**config.mk**
```make
export PLATFORM = sky130hd
export DESIGN_NAME = fp_div_sequencer
export DESIGN_NICKNAME = d
export VERILOG_FILES = /design/src/rtl/fp_div_sequencer.sv
export SDC_FILE = /design/constraint.sdc
export NUM_CORES = 1
export LEC_CHECK = 0
export CAP_MARGIN = 20
export CORE_AREA = 8 8 150 152
export CTS_BUF_LIST = sky130_fd_sc_hd__clkbuf_8
export CTS_CLUSTER_SIZE = 20
export DETAILED_ROUTE_END_ITERATION = 8
export DIE_AREA = 0 0 158 160
export PLACE_DENSITY = 0.87
export SKIP_CTS_REPAIR_TIMING = 1
export SLEW_MARGIN = 20
export SYNTH_ARGS = -nofsm -noshare
export SYNTH_HDL_FRONTEND = slang
export SYNTH_SLANG_ARGS = --single-unit
```
**constraint.sdc**
```tcl
create_clock -name clk -period 5.5 [get_ports clk]
set_input_delay 0.55 -clock clk [delete_from_list [all_inputs] [get_ports clk]]
set_output_delay 0.55 -clock clk [all_outputs]
set_load 0.01 [all_outputs]
```
**src/rtl/fp_div_sequencer.sv**
```systemverilog
// Newton-Raphson FP32 divider sequencer. Computes a/b by time-sharing one
// external multiplier and one external combinational adder under a valid/ready FSM.
module fp_div_sequencer #(
  parameter int XLEN    = 32,
  parameter int ITER    = 3,
  parameter int MUL_LAT = 1
) (
  input  logic            clk,
  input  logic            rst,
  input  logic            in_valid,
  output logic            in_ready,
  input  logic [XLEN-1:0] a,
  input  logic [XLEN-1:0] b,
  output logic            out_valid,
  input  logic            out_ready,
  output logic [XLEN-1:0] result,
  output logic            overflow,
  output logic            underflow,
  output logic            exception,
  output logic [XLEN-1:0] mul_a,
  output logic [XLEN-1:0] mul_b,
  input  logic [XLEN-1:0] mul_result,
  input  logic            mul_ovf,
  input  logic            mul_unf,
  output logic [XLEN-1:0] add_a,
  output logic [XLEN-1:0] add_b,
  input  logic [XLEN-1:0] add_result
);

  localparam logic [3:0] S_IDLE     = 4'd0;
  localparam logic [3:0] S_SEED_MUL = 4'd1;
  localparam logic [3:0] S_SEED_ADD = 4'd2;
  localparam logic [3:0] S_IT_MUL1  = 4'd3;
  localparam logic [3:0] S_IT_ADD   = 4'd4;
  localparam logic [3:0] S_IT_MUL2  = 4'd5;
  localparam logic [3:0] S_RECIP    = 4'd6;
  localparam logic [3:0] S_FINAL    = 4'd7;
  localparam logic [3:0] S_SPECIAL  = 4'd8;
  localparam logic [3:0] S_DONE     = 4'd9;

  localparam int             LW        = (MUL_LAT > 1) ? $clog2(MUL_LAT) : 1;
  localparam logic [LW-1:0]  LAT_LAST  = LW'(MUL_LAT - 1);
  localparam logic [2:0]     ITER_LAST = 3'(ITER - 1);

  // Linear seed x0 = 48/17 - 32/17*bn for bn in [0.5, 1)
  localparam logic [31:0] SEED_K = 32'h3FF0F0F1;
  localparam logic [31:0] SEED_C = 32'h4034B4B5;
  localparam logic [31:0] TWO    = 32'h40000000;

  logic [3:0]      state_q, state_d;
  logic [XLEN-1:0] a_q, a_d, b_q, b_d;
  logic [XLEN-1:0] x_q, x_d, t_q, t_d;
  logic [XLEN-1:0] recip_q, recip_d;
  logic [XLEN-1:0] result_q, result_d;
  logic [9:0]      e_q, e_d;
  logic [LW-1:0]   lat_q, lat_d;
  logic [2:0]      iter_q, iter_d;
  logic            ovf_q, ovf_d, unf_q, unf_d, exc_q, exc_d;

  logic [XLEN-1:0] bn;
  logic [9:0]      e_calc;
  logic            mul_state, mul_last, special_in;

  assign bn         = {1'b0, 8'd126, b_q[22:0]};
  assign e_calc     = {2'b00, x_q[30:23]} + 10'd126 - {2'b00, b_q[30:23]};
  assign mul_state  = (state_q == S_SEED_MUL) || (state_q == S_IT_MUL1) ||
                      (state_q == S_IT_MUL2)  || (state_q == S_FINAL);
  assign mul_last   = (lat_q == LAT_LAST);
  assign special_in = (b[30:0] == 31'd0) || (a[30:23] == 8'hFF) || (b[30:23] == 8'hFF);

  always_comb begin
    state_d  = state_q;
    a_d      = a_q;
    b_d      = b_q;
    x_d      = x_q;
    t_d      = t_q;
    recip_d  = recip_q;
    result_d = result_q;
    e_d      = e_q;
    lat_d    = lat_q;
    iter_d   = iter_q;
    ovf_d    = ovf_q;
    unf_d    = unf_q;
    exc_d    = exc_q;
    mul_a    = '0;
    mul_b    = '0;
    add_a    = '0;
    add_b    = '0;

    if (mul_state)
      lat_d = mul_last ? '0 : lat_q + 1'b1;

    case (state_q)
      S_IDLE: begin
        if (in_valid) begin
          a_d     = a;
          b_d     = b;
          lat_d   = '0;
          iter_d  = '0;
          state_d = special_in ? S_SPECIAL : S_SEED_MUL;
        end
      end
      S_SEED_MUL: begin
        mul_a = bn;
        mul_b = SEED_K;
        if (mul_last) begin
          t_d     = mul_result;
          state_d = S_SEED_ADD;
        end
      end
      S_SEED_ADD: begin
        add_a   = SEED_C;
        add_b   = {1'b1, t_q[30:0]};
        x_d     = add_result;
        state_d = S_IT_MUL1;
      end
      S_IT_MUL1: begin
        mul_a = bn;
        mul_b = x_q;
        if (mul_last) begin
          t_d     = mul_result;
          state_d = S_IT_ADD;
        end
      end
      S_IT_ADD: begin
        add_a   = TWO;
        add_b   = {~t_q[31], t_q[30:0]};
        t_d     = add_result;
        state_d = S_IT_MUL2;
      end
      S_IT_MUL2: begin
        mul_a = x_q;
        mul_b = t_q;
        if (mul_last) begin
          x_d = mul_result;
          if (iter_q == ITER_LAST) begin
            state_d = S_RECIP;
          end else begin
            iter_d  = iter_q + 3'd1;
            state_d = S_IT_MUL1;
          end
        end
      end
      S_RECIP: begin
        // Re-apply the divisor exponent that was stripped when normalising to bn
        e_d     = e_calc;
        recip_d = {b_q[31], e_calc[7:0], x_q[22:0]};
        state_d = S_FINAL;
      end
      S_FINAL: begin
        mul_a = a_q;
        mul_b = recip_q;
        if (mul_last) begin
          result_d = mul_result;
          ovf_d    = mul_ovf || ($signed(e_q) > 10'sd254);
          unf_d    = mul_unf || ($signed(e_q) < 10'sd1);
          exc_d    = 1'b0;
          state_d  = S_DONE;
        end
      end
      S_SPECIAL: begin
        // Held two cycles so special operands have a fixed latency of 2
        if (!lat_q[0]) begin
          lat_d = LW'(1);
        end else begin
          lat_d    = '0;
          result_d = (b_q[30:0] == 31'd0) ? {a_q[31] ^ b_q[31], 8'hFF, 23'h0}
                                          : 32'h7FC00000;
          ovf_d    = 1'b0;
          unf_d    = 1'b0;
          exc_d    = 1'b1;
          state_d  = S_DONE;
        end
      end
      S_DONE: begin
        if (out_ready) begin
          result_d = '0;
          ovf_d    = 1'b0;
          unf_d    = 1'b0;
          exc_d    = 1'b0;
          state_d  = S_IDLE;
        end
      end
      default: state_d = S_IDLE;
    endcase
  end

  always_ff @(posedge clk) begin
    if (rst) begin
      state_q  <= S_IDLE;
      a_q      <= '0;
      b_q      <= '0;
      x_q      <= '0;
      t_q      <= '0;
      recip_q  <= '0;
      result_q <= '0;
      e_q      <= '0;
      lat_q    <= '0;
      iter_q   <= '0;
      ovf_q    <= 1'b0;
      unf_q    <= 1'b0;
      exc_q    <= 1'b0;
    end else begin
      state_q  <= state_d;
      a_q      <= a_d;
      b_q      <= b_d;
      x_q      <= x_d;
      t_q      <= t_d;
      recip_q  <= recip_d;
      result_q <= result_d;
      e_q      <= e_d;
      lat_q    <= lat_d;
      iter_q   <= iter_d;
      ovf_q    <= ovf_d;
      unf_q    <= unf_d;
      exc_q    <= exc_d;
    end
  end

  assign in_ready  = (state_q == S_IDLE) && !rst;
  assign out_valid = (state_q == S_DONE);
  assign result    = result_q;
  assign overflow  = ovf_q;
  assign underflow = unf_q;
  assign exception = exc_q;

endmodule

```
==> impl_summary.md <==
Status
The run finished with clean final reports.

Timing
Of the available clock period, the critical path in the final layout requires 0.761. Adding up every negative setup slack in the final design gives 0 ps. The final-layout worst hold slack is 449 ps. The worst slew slack as a fraction of its limit is 0.275. The measured slew at the worst slew-check pin is 1080 ps.

The final critical-path required period is 4190 ps. The achievable clock frequency is around 240 MHz. The final clock skew is ~26 ps. The final number of hold-violating endpoints was 0.

The final-report max-slew violation count was 0. Setup violations remaining at the end of the flow were counted as 0. Setup repair after global routing left no endpoint under its margin.

Power and ir drop
The share of total power dissipated in the clock network is 0.221. The net switching share of the total power is 0.403. IR analysis of the VDD net gives a maximum drop of approximately 0.23 mV. The total chip power is 0.00637 W. The analysis attributes to net switching a power of 0.00256 W.

The internal power consumption is 0.00380 W. The static power due to leakage is 4.92 nW. The sequential cell fraction of total power is 0.362. Of the total power, combinational logic draws 0.416. The total power per unit cell area is 459 mW/mm^2.

Critical path
The gate family responsible for the most delay along the worst path is buffers and inverters. Traced cell by cell, the critical path runs through nand2b_1 > nor2_4 > buf_4 > a222oi_1 > nor2_1 > clkdlybuf4s50_1. At the worst endpoint, the arrival time is 3640 ps. Of all nets on the critical path, the largest fanout is 46. The cell with the largest stage delay on the worst path is sky130_fd_sc_hd__dfxtp_1. The category of the most critical setup path is reg -> out. The largest incremental delay on the critical path is 740 ps. STA classifies the critical path endpoint as a primary output.

The worst path buffer plus inverter count is 2. The required arrival time at the worst endpoint is 4950 ps. The worst setup path is launched from a flip-flop. The worst reg-to-reg setup slack is 1830 ps.

CTS
The CTS sink count is 205. After clock tree synthesis, the clock-pin slew on the worst setup and hold paths is 70 ps. The CTS tree is yes. CTS placed an instance of sky130_fd_sc_hd__clkbuf_8 at the clock tree root. The maximum level of the CTS H-tree is 2.

For the worst-skew pair, the clock arrives at the later sink with an insertion delay of 520 ps. Counting the buffers created by CTS gives 35. The maximum buffer depth of the clock tree is 3.

Yosys
Synthesis produced between 1000 and 1500 cells. The portion of synthesized area spent on multiplexers is 0.0328. The distinct cell type count of the synthesized netlist is 54. The async set-or-reset flop fraction in the synthesized netlist is 0. The area fraction in and, or, nand and nor cells after synthesis is 0.244. The combined area of all synthesized cells is 0.0104 sq mm. The post-synthesis average cell area is 7.72 sq um. Yosys mapped a number of flops with a built-in enable equal to 0.

The sequential element share of the synthesized area is 0.394. By area, the combinational part of the netlist is dominated by simple AND/OR/NAND/NOR gates. The Yosys step of the flow raised 0 warnings.

Of the total synthesized cell area, the portion taken by XOR and XNOR cells is 0.00504. In this run, synthesis produced a sequential element count of around 210. By area the synthesized netlist is led by sky130_fd_sc_hd__dfxtp_1, sky130_fd_sc_hd__nand2_1, sky130_fd_sc_hd__a21oi_1. The synthesized-area fraction occupied by adder cells is 0.0243. The share of the synthesized area in the top cell type is 0.394. The flip-flop cell with the highest count after synthesis is sky130_fd_sc_hd__dfxtp_1.

The compound-cell area share of the yosys netlist was 0.218. sky130_fd_sc_hd__dfxtp_1 takes more of the synthesized area than any other cell.

Finish
Relative to the synthesized area, the layout overhead comes to 33.1%. The layout net count is 1712. Of the cells placed in the final design, the portion with a size suffix greater than 1 is 0.0709. The finished cells cover 0.0139 sq mm.

Die
The floorplan step set the die height to 160 um. The number of I/O pins is 299. The core region is 0.0200 sq mm.

The die covers between 0.02 and 0.03 sq mm. The floorplan row count is 52. The initial core utilization is 0.520. Measured along the x axis, the die boundary spans 158 um.

Flow run
The number of maximum-capacitance constraint violations is 0.

Placed design
The instance area at placement is 0.0131 sq mm. The last weighted congestion value of the routability-driven placer is 0.903. The HPWL after detailed placement is between 20000 and 30000 um. The count of buffers from port buffering is 279.

GRT
The first global-routing pass estimated 56900 um of wire. The final global-route overflow total is 0. The global routing usage summed across all routing layers is 0.282.

The initial antenna violation count is 2. Entering global routing, the biggest net connects between 100 and 150 pins. The number of global-route vias before repair was 10461.

Routing
The routed length per placed instance is 20.2 um. Summed over all layers, the routed wires come to 37300 um. The first detailed-routing pass took 5 iterations. The post-detailed-route via-to-cell ratio is roughly 5.8.

For this run, design rule violations remaining after detail routing come to 0. The number of vias in the routed layout is 10763. The detailed router finished its first iteration with 909 violations. In this run the remaining antenna-violating nets after routing total 0.

Worst hold path
The classification of the worst-slack hold path is reg -> reg.
area by class of cell:
type | count | area (sq um)
Fill cell | 1667 | 6170
Multi-Input combinational cell | 987 | 5620
Sequential cell | 205 | 4100
Timing Repair Buffer | 294 | 2960
Clock buffer | 46 | 633
Tap cell | 270 | 338
Inverter | 36 | 135
Clock inverter | 11 | 76.3
Antenna cell | 2 | 5.00
synthesized netlist by cell type, types with 31 or more instances:
master / count
sky130_fd_sc_hd__nand2_1: 340
sky130_fd_sc_hd__dfxtp_1: 205
sky130_fd_sc_hd__a21oi_1: 137
sky130_fd_sc_hd__nor2_1: 117
sky130_fd_sc_hd__clkbuf_1: 67
sky130_fd_sc_hd__nand3_1: 49
sky130_fd_sc_hd__a211oi_1: 47
sky130_fd_sc_hd__a22oi_1: 42
sky130_fd_sc_hd__inv_1: 35
sky130_fd_sc_hd__buf_4: 33
sky130_fd_sc_hd__mux2i_1: 33
sky130_fd_sc_hd__nor2b_1: 32
sky130_fd_sc_hd__buf_2: 31
metrics by stage:
step | worst slack, ps | utilization | std cells
2_1_floorplan | 3220 | - | 1368
3_3_place_gp | 1710 | 0.653 | 1789
3_5_place_dp | 1530 | 0.653 | 1789
4_1_cts | 1010 | 0.688 | 1846
5_1_grt | 1160 | 0.692 | 1851
6_report | 1310 | 0.692 | 1851
logic make-up after synthesis:
| group | count (synthesis) |
|---|---|
| compound gates | 317 |
| xor+xnor | 6 |
| fa+ha+maj | 19 |
| buf+inv | 176 |
| flops | 205 |
| mux | 34 |
| other cells | 1 |
| simple gates | 592 |
registers in the layout (all words and copies together) (netlist names):
register / count
recip_q: 32
underflow: 1
x_q: 32
result: 32
a_q: 32
e_q: 2
iter_q: 3
b_q: 32
t_q: 32
overflow: 1
lat_q: 1
state_q: 4
exception: 1
placed cells by master (no fill, tap or decap), types with 16 or more instances in the layout:
cell type and count:
sky130_fd_sc_hd__a211oi_1 47, sky130_fd_sc_hd__a21oi_1 136, sky130_fd_sc_hd__a222oi_1 19, sky130_fd_sc_hd__a22oi_1 42, sky130_fd_sc_hd__a311oi_2 28, sky130_fd_sc_hd__clkbuf_8 46, sky130_fd_sc_hd__clkdlybuf4s50_1 278, sky130_fd_sc_hd__conb_1 19
sky130_fd_sc_hd__dfxtp_1 205, sky130_fd_sc_hd__ha_1 17, sky130_fd_sc_hd__inv_1 40, sky130_fd_sc_hd__mux2i_1 33, sky130_fd_sc_hd__nand2_1 339, sky130_fd_sc_hd__nand3_1 49, sky130_fd_sc_hd__nor2_1 113, sky130_fd_sc_hd__nor2b_1 32
sky130_fd_sc_hd__nor4_1 16, sky130_fd_sc_hd__o21ai_0 18
metal layers:
layer | share of wire | track usage | wire length (um) | up-vias
met1 | 0.38 | 0.322 | 14100 | 5085
met5 | 0 | 0 | 0 | -
met2 | 0.47 | 0.466 | 17700 | 530
met3 | 0.10 | 0.0880 | 3790 | 93
li1 | - | - | - | 5055
met4 | 0.048 | 0.145 | 1800 | 0
worst min-delay path: stages, from the launching register on:
cell and delay (ps):
sky130_fd_sc_hd__dfxtp_1 310, sky130_fd_sc_hd__nand2_1 50, sky130_fd_sc_hd__a21oi_1 50
worst paths after layout:
| path | cells after the start | from | to |
|---|---|---|---|
| worst max register to register | 7 | state_q[2] | x_q[3] |
| worst min-delay path | 2 | result[0] | result[0] |
| worst max-delay path | 6 | state_q[2] | mul_b[30] |
| worst min register to register | 2 | result[0] | result[0] |
power by group through the flow:
stage	clock network, W	registers, W	logic (W)
2_1_floorplan	0	0.00207	0.00184
3_3_place_gp	0	0.00232	0.00253
3_5_place_dp	0	0.00232	0.00261
4_1_cts	0.00143	0.00229	0.00262
5_1_grt	0.00150	0.00233	0.00291
6_report	0.00141	0.00231	0.00265
Note: power is estimated with default switching activity, not from simulation.
